<file path="src/rtl/nibble_alu_if.sv">
// Request/response bundle between the Nibbler controller and the nibble ALU.
interface nibble_alu_if #(
    parameter int unsigned WIDTH = 4
);
    logic             start;
    logic [2:0]       op;
    logic [WIDTH-1:0] accIn;
    logic [WIDTH-1:0] operand;
    logic [WIDTH-1:0] result;
    logic             carry;
    logic             zero;
    logic             done;
    logic             busy;

    modport master (
        output start, op, accIn, operand,
        input  result, carry, zero, done, busy
    );

    modport slave (
        input  start, op, accIn, operand,
        output result, carry, zero, done, busy
    );
endinterface

</file>
<file path="src/rtl/nibble_alu.sv">
// Nibbler ALU stage: registered result, carry/zero flags and a one-cycle done strobe.
// Define ALU_MUL_EN to build the iterative WIDTH-cycle shift-add multiply for op 110.
module nibble_alu #(
    parameter int unsigned WIDTH = 4
) (
    input logic         clk,
    input logic         reset,
    nibble_alu_if.slave bus
);
    localparam logic [2:0] OpPass = 3'b000;
    localparam logic [2:0] OpAdd  = 3'b001;
    localparam logic [2:0] OpAdc  = 3'b010;
    localparam logic [2:0] OpSub  = 3'b011;
    localparam logic [2:0] OpNand = 3'b100;
    localparam logic [2:0] OpCmp  = 3'b101;
    localparam logic [2:0] OpMul  = 3'b110;
    localparam logic [2:0] OpNop  = 3'b111;

    logic [WIDTH-1:0] result_q, result_d;
    logic             carry_q, carry_d;
    logic             zero_q, zero_d;
    logic             done_q, done_d;
    logic             idle;
    logic             accept;
    logic [WIDTH:0]   add_sum, adc_sum, sub_sum;

    assign accept  = idle & bus.start;
    assign add_sum = {1'b0, bus.accIn} + {1'b0, bus.operand};
    assign adc_sum = add_sum + {{WIDTH{1'b0}}, carry_q};
    // Two's-complement subtract; bit WIDTH set means no borrow.
    assign sub_sum = {1'b0, bus.accIn} + {1'b0, ~bus.operand} + {{WIDTH{1'b0}}, 1'b1};

`ifdef ALU_MUL_EN
    localparam int unsigned CntW = (WIDTH > 1) ? $clog2(WIDTH) : 1;

    typedef enum logic {StIdle, StMul} state_e;

    state_e             state_q, state_d;
    logic [CntW-1:0]    cnt_q, cnt_d;
    logic [2*WIDTH-1:0] prod_q, prod_d;
    logic [2*WIDTH-1:0] mcand_q, mcand_d;
    logic [WIDTH-1:0]   mplier_q, mplier_d;
    logic [2*WIDTH-1:0] prod_step;

    assign idle      = (state_q == StIdle);
    assign bus.busy  = (state_q == StMul);
    assign prod_step = prod_q + (mplier_q[0] ? mcand_q : '0);

    always_ff @(posedge clk or negedge reset) begin
        if (!reset) begin
            state_q  <= StIdle;
            cnt_q    <= '0;
            prod_q   <= '0;
            mcand_q  <= '0;
            mplier_q <= '0;
        end else begin
            state_q  <= state_d;
            cnt_q    <= cnt_d;
            prod_q   <= prod_d;
            mcand_q  <= mcand_d;
            mplier_q <= mplier_d;
        end
    end
`else
    assign idle     = 1'b1;
    assign bus.busy = 1'b0;
`endif

    always_comb begin
        result_d = result_q;
        carry_d  = carry_q;
        zero_d   = zero_q;
        done_d   = 1'b0;
`ifdef ALU_MUL_EN
        state_d  = state_q;
        cnt_d    = cnt_q;
        prod_d   = prod_q;
        mcand_d  = mcand_q;
        mplier_d = mplier_q;
`endif
        if (accept) begin
            done_d = 1'b1;
            unique case (bus.op)
                OpPass: begin
                    result_d = bus.operand;
                    zero_d   = (bus.operand == '0);
                end
                OpAdd: begin
                    {carry_d, result_d} = add_sum;
                    zero_d = (add_sum[WIDTH-1:0] == '0);
                end
                OpAdc: begin
                    {carry_d, result_d} = adc_sum;
                    zero_d = (adc_sum[WIDTH-1:0] == '0);
                end
                OpSub: begin
                    {carry_d, result_d} = sub_sum;
                    zero_d = (sub_sum[WIDTH-1:0] == '0);
                end
                OpNand: begin
                    result_d = ~(bus.accIn & bus.operand);
                    zero_d   = ((bus.accIn & bus.operand) == {WIDTH{1'b1}});
                end
                OpCmp: begin
                    carry_d = sub_sum[WIDTH];
                    zero_d  = (sub_sum[WIDTH-1:0] == '0);
                end
                OpMul: begin
`ifdef ALU_MUL_EN
                    done_d   = 1'b0;
                    state_d  = StMul;
                    cnt_d    = '0;
                    prod_d   = '0;
                    mcand_d  = {{WIDTH{1'b0}}, bus.accIn};
                    mplier_d = bus.operand;
`endif
                end
                OpNop: ;
                default: ;
            endcase
        end
`ifdef ALU_MUL_EN
        if (state_q == StMul) begin
            prod_d   = prod_step;
            mcand_d  = mcand_q << 1;
            mplier_d = mplier_q >> 1;
            cnt_d    = cnt_q + 1'b1;
            if (cnt_q == CntW'(WIDTH - 1)) begin
                state_d  = StIdle;
                done_d   = 1'b1;
                result_d = prod_step[WIDTH-1:0];
                carry_d  = |prod_step[2*WIDTH-1:WIDTH];
                zero_d   = (prod_step[WIDTH-1:0] == '0);
            end
        end
`endif
    end

    always_ff @(posedge clk or negedge reset) begin
        if (!reset) begin
            result_q <= '0;
            carry_q  <= 1'b0;
            zero_q   <= 1'b1;
            done_q   <= 1'b0;
        end else begin
            result_q <= result_d;
            carry_q  <= carry_d;
            zero_q   <= zero_d;
            done_q   <= done_d;
        end
    end

    assign bus.result = result_q;
    assign bus.carry  = carry_q;
    assign bus.zero   = zero_q;
    assign bus.done   = done_q;
endmodule
</file>
<file path="src/flat_wrapper.sv">
// flat-port wrapper written by rule: the top's interface ports become plain ports
module nibble_alu_flat 
#(
    parameter int unsigned WIDTH = 4
)
  (clk, reset, bus_start, bus_op, bus_accIn, bus_operand, bus_result, bus_carry, bus_zero, bus_done, bus_busy);
  nibble_alu_if #(.WIDTH(WIDTH)) bus_i ();
  input logic clk;
  input logic reset;
  input wire logic [$bits(bus_i.start)-1:0] bus_start;
  input wire logic [$bits(bus_i.op)-1:0] bus_op;
  input wire logic [$bits(bus_i.accIn)-1:0] bus_accIn;
  input wire logic [$bits(bus_i.operand)-1:0] bus_operand;
  output wire logic [$bits(bus_i.result)-1:0] bus_result;
  output wire logic [$bits(bus_i.carry)-1:0] bus_carry;
  output wire logic [$bits(bus_i.zero)-1:0] bus_zero;
  output wire logic [$bits(bus_i.done)-1:0] bus_done;
  output wire logic [$bits(bus_i.busy)-1:0] bus_busy;
  assign bus_i.start = bus_start;
  assign bus_i.op = bus_op;
  assign bus_i.accIn = bus_accIn;
  assign bus_i.operand = bus_operand;
  assign bus_result = bus_i.result;
  assign bus_carry = bus_i.carry;
  assign bus_zero = bus_i.zero;
  assign bus_done = bus_i.done;
  assign bus_busy = bus_i.busy;
  nibble_alu #(.WIDTH(WIDTH)) u_core (.clk(clk), .reset(reset), .bus(bus_i));
endmodule
</file>
<file path="config.mk">
export PLATFORM = sky130hd
export DESIGN_NAME = nibble_alu_flat
export DESIGN_NICKNAME = d
export VERILOG_FILES = /design/src/rtl/nibble_alu_if.sv /design/src/rtl/nibble_alu.sv /design/src/flat_wrapper.sv
export SDC_FILE = /design/constraint.sdc
export NUM_CORES = 1
export LEC_CHECK = 0
export BUFFER_PORTS_ARGS = -buffer_cell sky130_fd_sc_hd__buf_2
export CAP_MARGIN = 20
export CORE_ASPECT_RATIO = 1.25
export CORE_UTILIZATION = 49
export CTS_CLUSTER_DIAMETER = 120
export CTS_CLUSTER_SIZE = 20
export DETAILED_ROUTE_END_ITERATION = 6
export PLACE_DENSITY = 0.76
export SLEW_MARGIN = 5
export SYNTH_ARGS = -nofsm -noshare
export SYNTH_HDL_FRONTEND = slang
export SYNTH_SLANG_ARGS = --single-unit
</file>
<file path="constraint.sdc">
create_clock -name clk -period 2 [get_ports clk]
set_input_delay 0.2 -clock clk [delete_from_list [all_inputs] [get_ports clk]]
set_output_delay 0.2 -clock clk [all_outputs]
set_load 0.05 [all_outputs]
</file>
* Word level (Yosys, flattened, before mapping)
Cells that the tools add are included.
Widths: inputs -> output; s select.
** Word-level totals
- Word-level logic and storage cells :: 33
- Bits in latches :: 0
- RAM bits :: 0
- Memories kept :: 0
- Output and inout port bits :: 8
- Input bits :: 14
- Memory bits (read-only) :: 0
- Flip-flop bits (word level) :: 7
** Cells by class
- $lt $le $gt $ge :: 0
- Bitwise logic cells :: 3
- Div/mod/pow operators :: 0
- $mul :: 0
- $add $sub $neg :: 4
- Equal/unequal tests :: 6
- Muxes and demuxes :: 4
- Shifts and indexed selects :: 0
- Reductions and logical operators :: 12
** Operators with widths (number)
- $pmux 4 s5 :: 1
- $logic_not 4->1 :: 4
- $add 4x4->5 :: 2
- $reduce_bool 5->1 :: 2
- $not 4->4 :: 2
- $eq 3x2->1 const B :: 2
- $eq 3x3->1 const B :: 2
- $reduce_and 2->1 :: 3
- $add 5x1->5 :: 1
- $add 5x1->5 const B :: 1
- $pmux 1 s5 :: 1
- $and 4x4->4 :: 1
- $eq 4x4->1 const B :: 1
- $eq 3x1->1 const B :: 1
- $logic_not 3->1 :: 1
- $pmux 1 s3 :: 1
- $reduce_bool 3->1 :: 1
- $reduce_or 2->1 :: 1
- $mux 1 :: 1

* Depth between registers and ports, before layout
- Depth after elaboration :: 5
- Depth in mapped cells :: 9
- Gate-level depth less buffers :: 9

* Worst setup path before layout
OpenSTA, ideal clock, no wires.
- Path kind :: input port to flip-flop
- Start point :: input bus_operand[0]
- End point :: register u_core.zero_q (netlist: u_core.bus.zero)
- Setup slack :: -0.228 ns
- Stages on the path :: 7
- Data required time :: 1.938 ns
- Arrival :: 2.165 ns
- Path buffers :: 0
- Cell sequence :: ha_1 -> fa_1 -> ha_1 -> or4_4 -> o21ai_1 -> nor4b_1 -> o41a_1
** On the way
- Longest elaborated chain between the ends :: 5
- Elaborated cells between the ends (all ways) :: 12
** Ends and longest elaborated chain
- start, declared :: RTL line flat_wrapper.sv:13 : input wire logic [$bits(bus_i.operand)-1:0] bus_operand;
- $not 4->4 :: RTL line nibble_alu.sv:31 : assign sub_sum = {1'b0, bus.accIn} + {1'b0, ~bus.operand} + {{WIDTH{1'b0}}, 1'b1};
- $add 4x4->5 :: RTL line nibble_alu.sv:31
- $add 5x1->5 :: RTL line nibble_alu.sv:31
- $logic_not 4->1 :: RTL line nibble_alu.sv:98, nibble_alu.sv:106
- $pmux 1 s5 * :: RTL line nibble_alu.sv:83 : unique case (bus.op)
- end signal, assigned :: RTL line nibble_alu.sv:148 : zero_q <= zero_d;
- end, declared :: RTL line nibble_alu.sv:21 : logic zero_q, zero_d;
Every way passes the cells marked *; elsewhere a longest branch is shown, timed or not.
A chain may end at the register's enable or synchronous reset.

* Worst setup path after layout
Same ends and word-level chain as after synthesis.

==> out/metrics.cfg <==
[run_status]
status = complete, no violations

[clocking]
cts_buffer_depth = 2
cts.sinks = 7
cts-root-buf = clkbuf_4
cts_tree = done
clk_latency_ps = 270
ctsHtreeMaxLevel = 1
path_clk_slew_ps = 70
cts_buffers = 3

[sta]
clock.fmax_mhz = 525
finalCritPeriodShare_pct = 95.3
rsz0062_at_grt = false
setup_violations = 0
slew_violations = 0
fin_skew_ps = 13.7
hold_viol_final = 0
period_minus_slack_ps = 1910
fin_ws_ps = 93.5

[grt]
grt_pass1_wl_mm = 4.49
overflow = 0
grt_max_degree = 20
first_global_vias = 1010
grt.total_usage_pct = 26.8
antenna_found_initial = 0

[die]
start_util_pct = 51.8
core_mm2 = 0.00196
dieArea_mm2 = 0.00226
ioPinCount = 22
die_w_um = 42.7
die_h_um = 52.9
rows = 18

[synth]
synth_top_cell_by_area = dfrtp_1
ys_seq_area_share_pct = 17.4
ys_seq_elements = 7
yosys-top-cells-area = dfrtp_1 15%, ha_1 12%, a21oi_1 5.9%
synth_area_mm2 = 0.00101
syn_area_per_cell_um2 = 8.25
synth_enable_flop_cells = 0
synth-async-reset-ratio_pct = 100
syn_inst = 123
ys_warn_count = 0
synth_cell_type_count = 48
synth_top_flop_cell = dfrtp_1
synth_nets = 149
synth.top_cell.area_share_pct = 14.8

[drt]
wire_per_inst_um = 15.7
viasPerCell = 6.07
vias = 1075
dr.pass1.iters = 4
ant_nets = 0
drc_errors = 0
drtIter0Drc = 55
drt_wl_total_mm = 2.78

[power_and_ir_drop]
power.density_mw_per_mm2 = 603
ir_drop_mv = 0.272
total_power_w = 0.000783
p_leak_nw = 0.594

[placement]
io_buffers = 20
gp_congestion = 0.930
hpwl_mm = 2.17
place_ws_ps = -318

[setup_path]
end_kind = flop
required_ps = 2220
path_class = primary input to flop
crit_fanout = 2
arrival_ps = 2130
crit_path_start_kind = primary input

[finish]
drive_above_1_share_pct = 33.8
fill_cells = 171
nNetsFinal = 184
antenna_cells = 0
area_growth_pct = 27.9
multi_input_area_um2 = 783
seqCellArea_um2 = 178

[job]
max_cap_violations = 0

[min_path]
hold_path_class = primary input to flop

==> sequential cells by signal (all words and copies together), names as in the netlist <==
name / count
u_core.bus.result: 4
u_core.bus.done: 1
u_core.bus.zero: 1
u_core.bus.carry: 1
==> where the power goes <==
group          internal [W]  switching [W]  total (W)  leakage, nW
Clock             0.0000739      0.0000696   0.000144       0.0177
Sequential         0.000169      0.0000175   0.000187       0.0785
Combinational      0.000186       0.000266   0.000452        0.498
==> logic make-up after synthesis <==
group	count (synthesis)	share of synthesized area [%]
AO/OA/AOI/OAI	37	23.1
XOR/XNOR	6	6.53
adder cells (fa/ha/maj)	12	16.3
buffers and inverters	18	8.75
flip-flops	7	17.4
multiplexers	2	3.21
other	1	0.370
AND/OR/NAND/NOR	40	24.4
==> routing by layer <==
metal,global-route usage (%),vias to the layer above,wire [um]
li1,-,516,-
met1,33.8,488,1090
met2,45.5,64,1430
met3,2.05,7,203
met4,14.1,0,57
met5,0,-,0
==> per-stage QoR <==
stage	cells	setup TNS (ps)	area, um^2	util, %	hold slack [ps]
6_report	177	0	1300	66.2	168
5_1_grt	177	0	1300	66.2	184
4_1_cts	177	0	1270	64.8	177
3_5_place_dp	171	-501	1220	62.5	44.1
3_3_place_gp	171	-406	1220	62.5	39.5
2_1_floorplan	123	-104	1030	-	-95.6
==> cells in the final DEF, fill, tap and decap left out, types with 2 or more instances in the layout <==
master	instances
fa_1	2
clkbuf_4	3
and2_1	2
or3_1	2
nor2_1	7
buf_4	16
nor3_1	5
buf_2	18
a21oi_1	12
dfrtp_1	5
a211oi_1	4
nand2_1	5
o22ai_1	3
o31a_1	2
nand3_1	2
nand2b_1	2
xnor2_1	4
buf_6	2
ha_1	9
inv_1	10
or4_1	2
o21ai_0	9
nor4b_2	2
==> critical path, stage by stage <==
cell and delay (ps):
buf_6 100, ha_4 150, fa_1 470, ha_1 320, or4_4 430, o21ai_2 110
nor4b_2 200, o41a_1 150
==> area by class of cell <==
| class | instances | area share [%] |
|---|---|---|
| clock buffer | 3 | 1.74 |
| tap | 20 | 1.93 |
| inverter | 11 | 3.18 |
| timing repair buffer | 37 | 18.7 |
| clock inverter | 1 | 0.386 |
| sequential | 7 | 13.7 |
| multi-input combinational | 98 | 60.4 |
==> Yosys cell counts, drive strengths merged, types with 2 or more instances <==
cell type,n
and2,2
nand3,2
buf,6
nor4b,2
o31a,2
nor3,6
o21ai,10
nor2,7
ha,10
o22ai,3
a21oi,12
inv,11
xnor2,4
a211oi,4
or4,3
nand2b,3
nand2,5
nor3b,2
dfrtp,6
fa,2
or3,2
==> repair_timing <==
item	4_1_cts	5_1_grt
resized for setup	0	7
gates cloned	0	0
buffers inserted	1	0
endpoints found under the setup margin	1	2
pin swaps	5	1
hold buffers	1	0
hold endpoints to repair	7	0
==> final timing paths <==
path / endpoint / slack [ps] / from / cells after the start
max: u_core.bus.zero / 90 / bus_operand[0] / 8
min: u_core.bus.done / 170 / bus_start / 1
max reg2reg: u_core.bus.zero / 130 / u_core.bus.carry / 6
min reg2reg: u_core.bus.result[3] / 530 / u_core.bus.result[3] / 1
max in group asynchronous: u_core.bus.zero / 1480 / reset / 2
min in group asynchronous: u_core.bus.done / 280 / reset / 2
(Power assumes the default switching activity.)
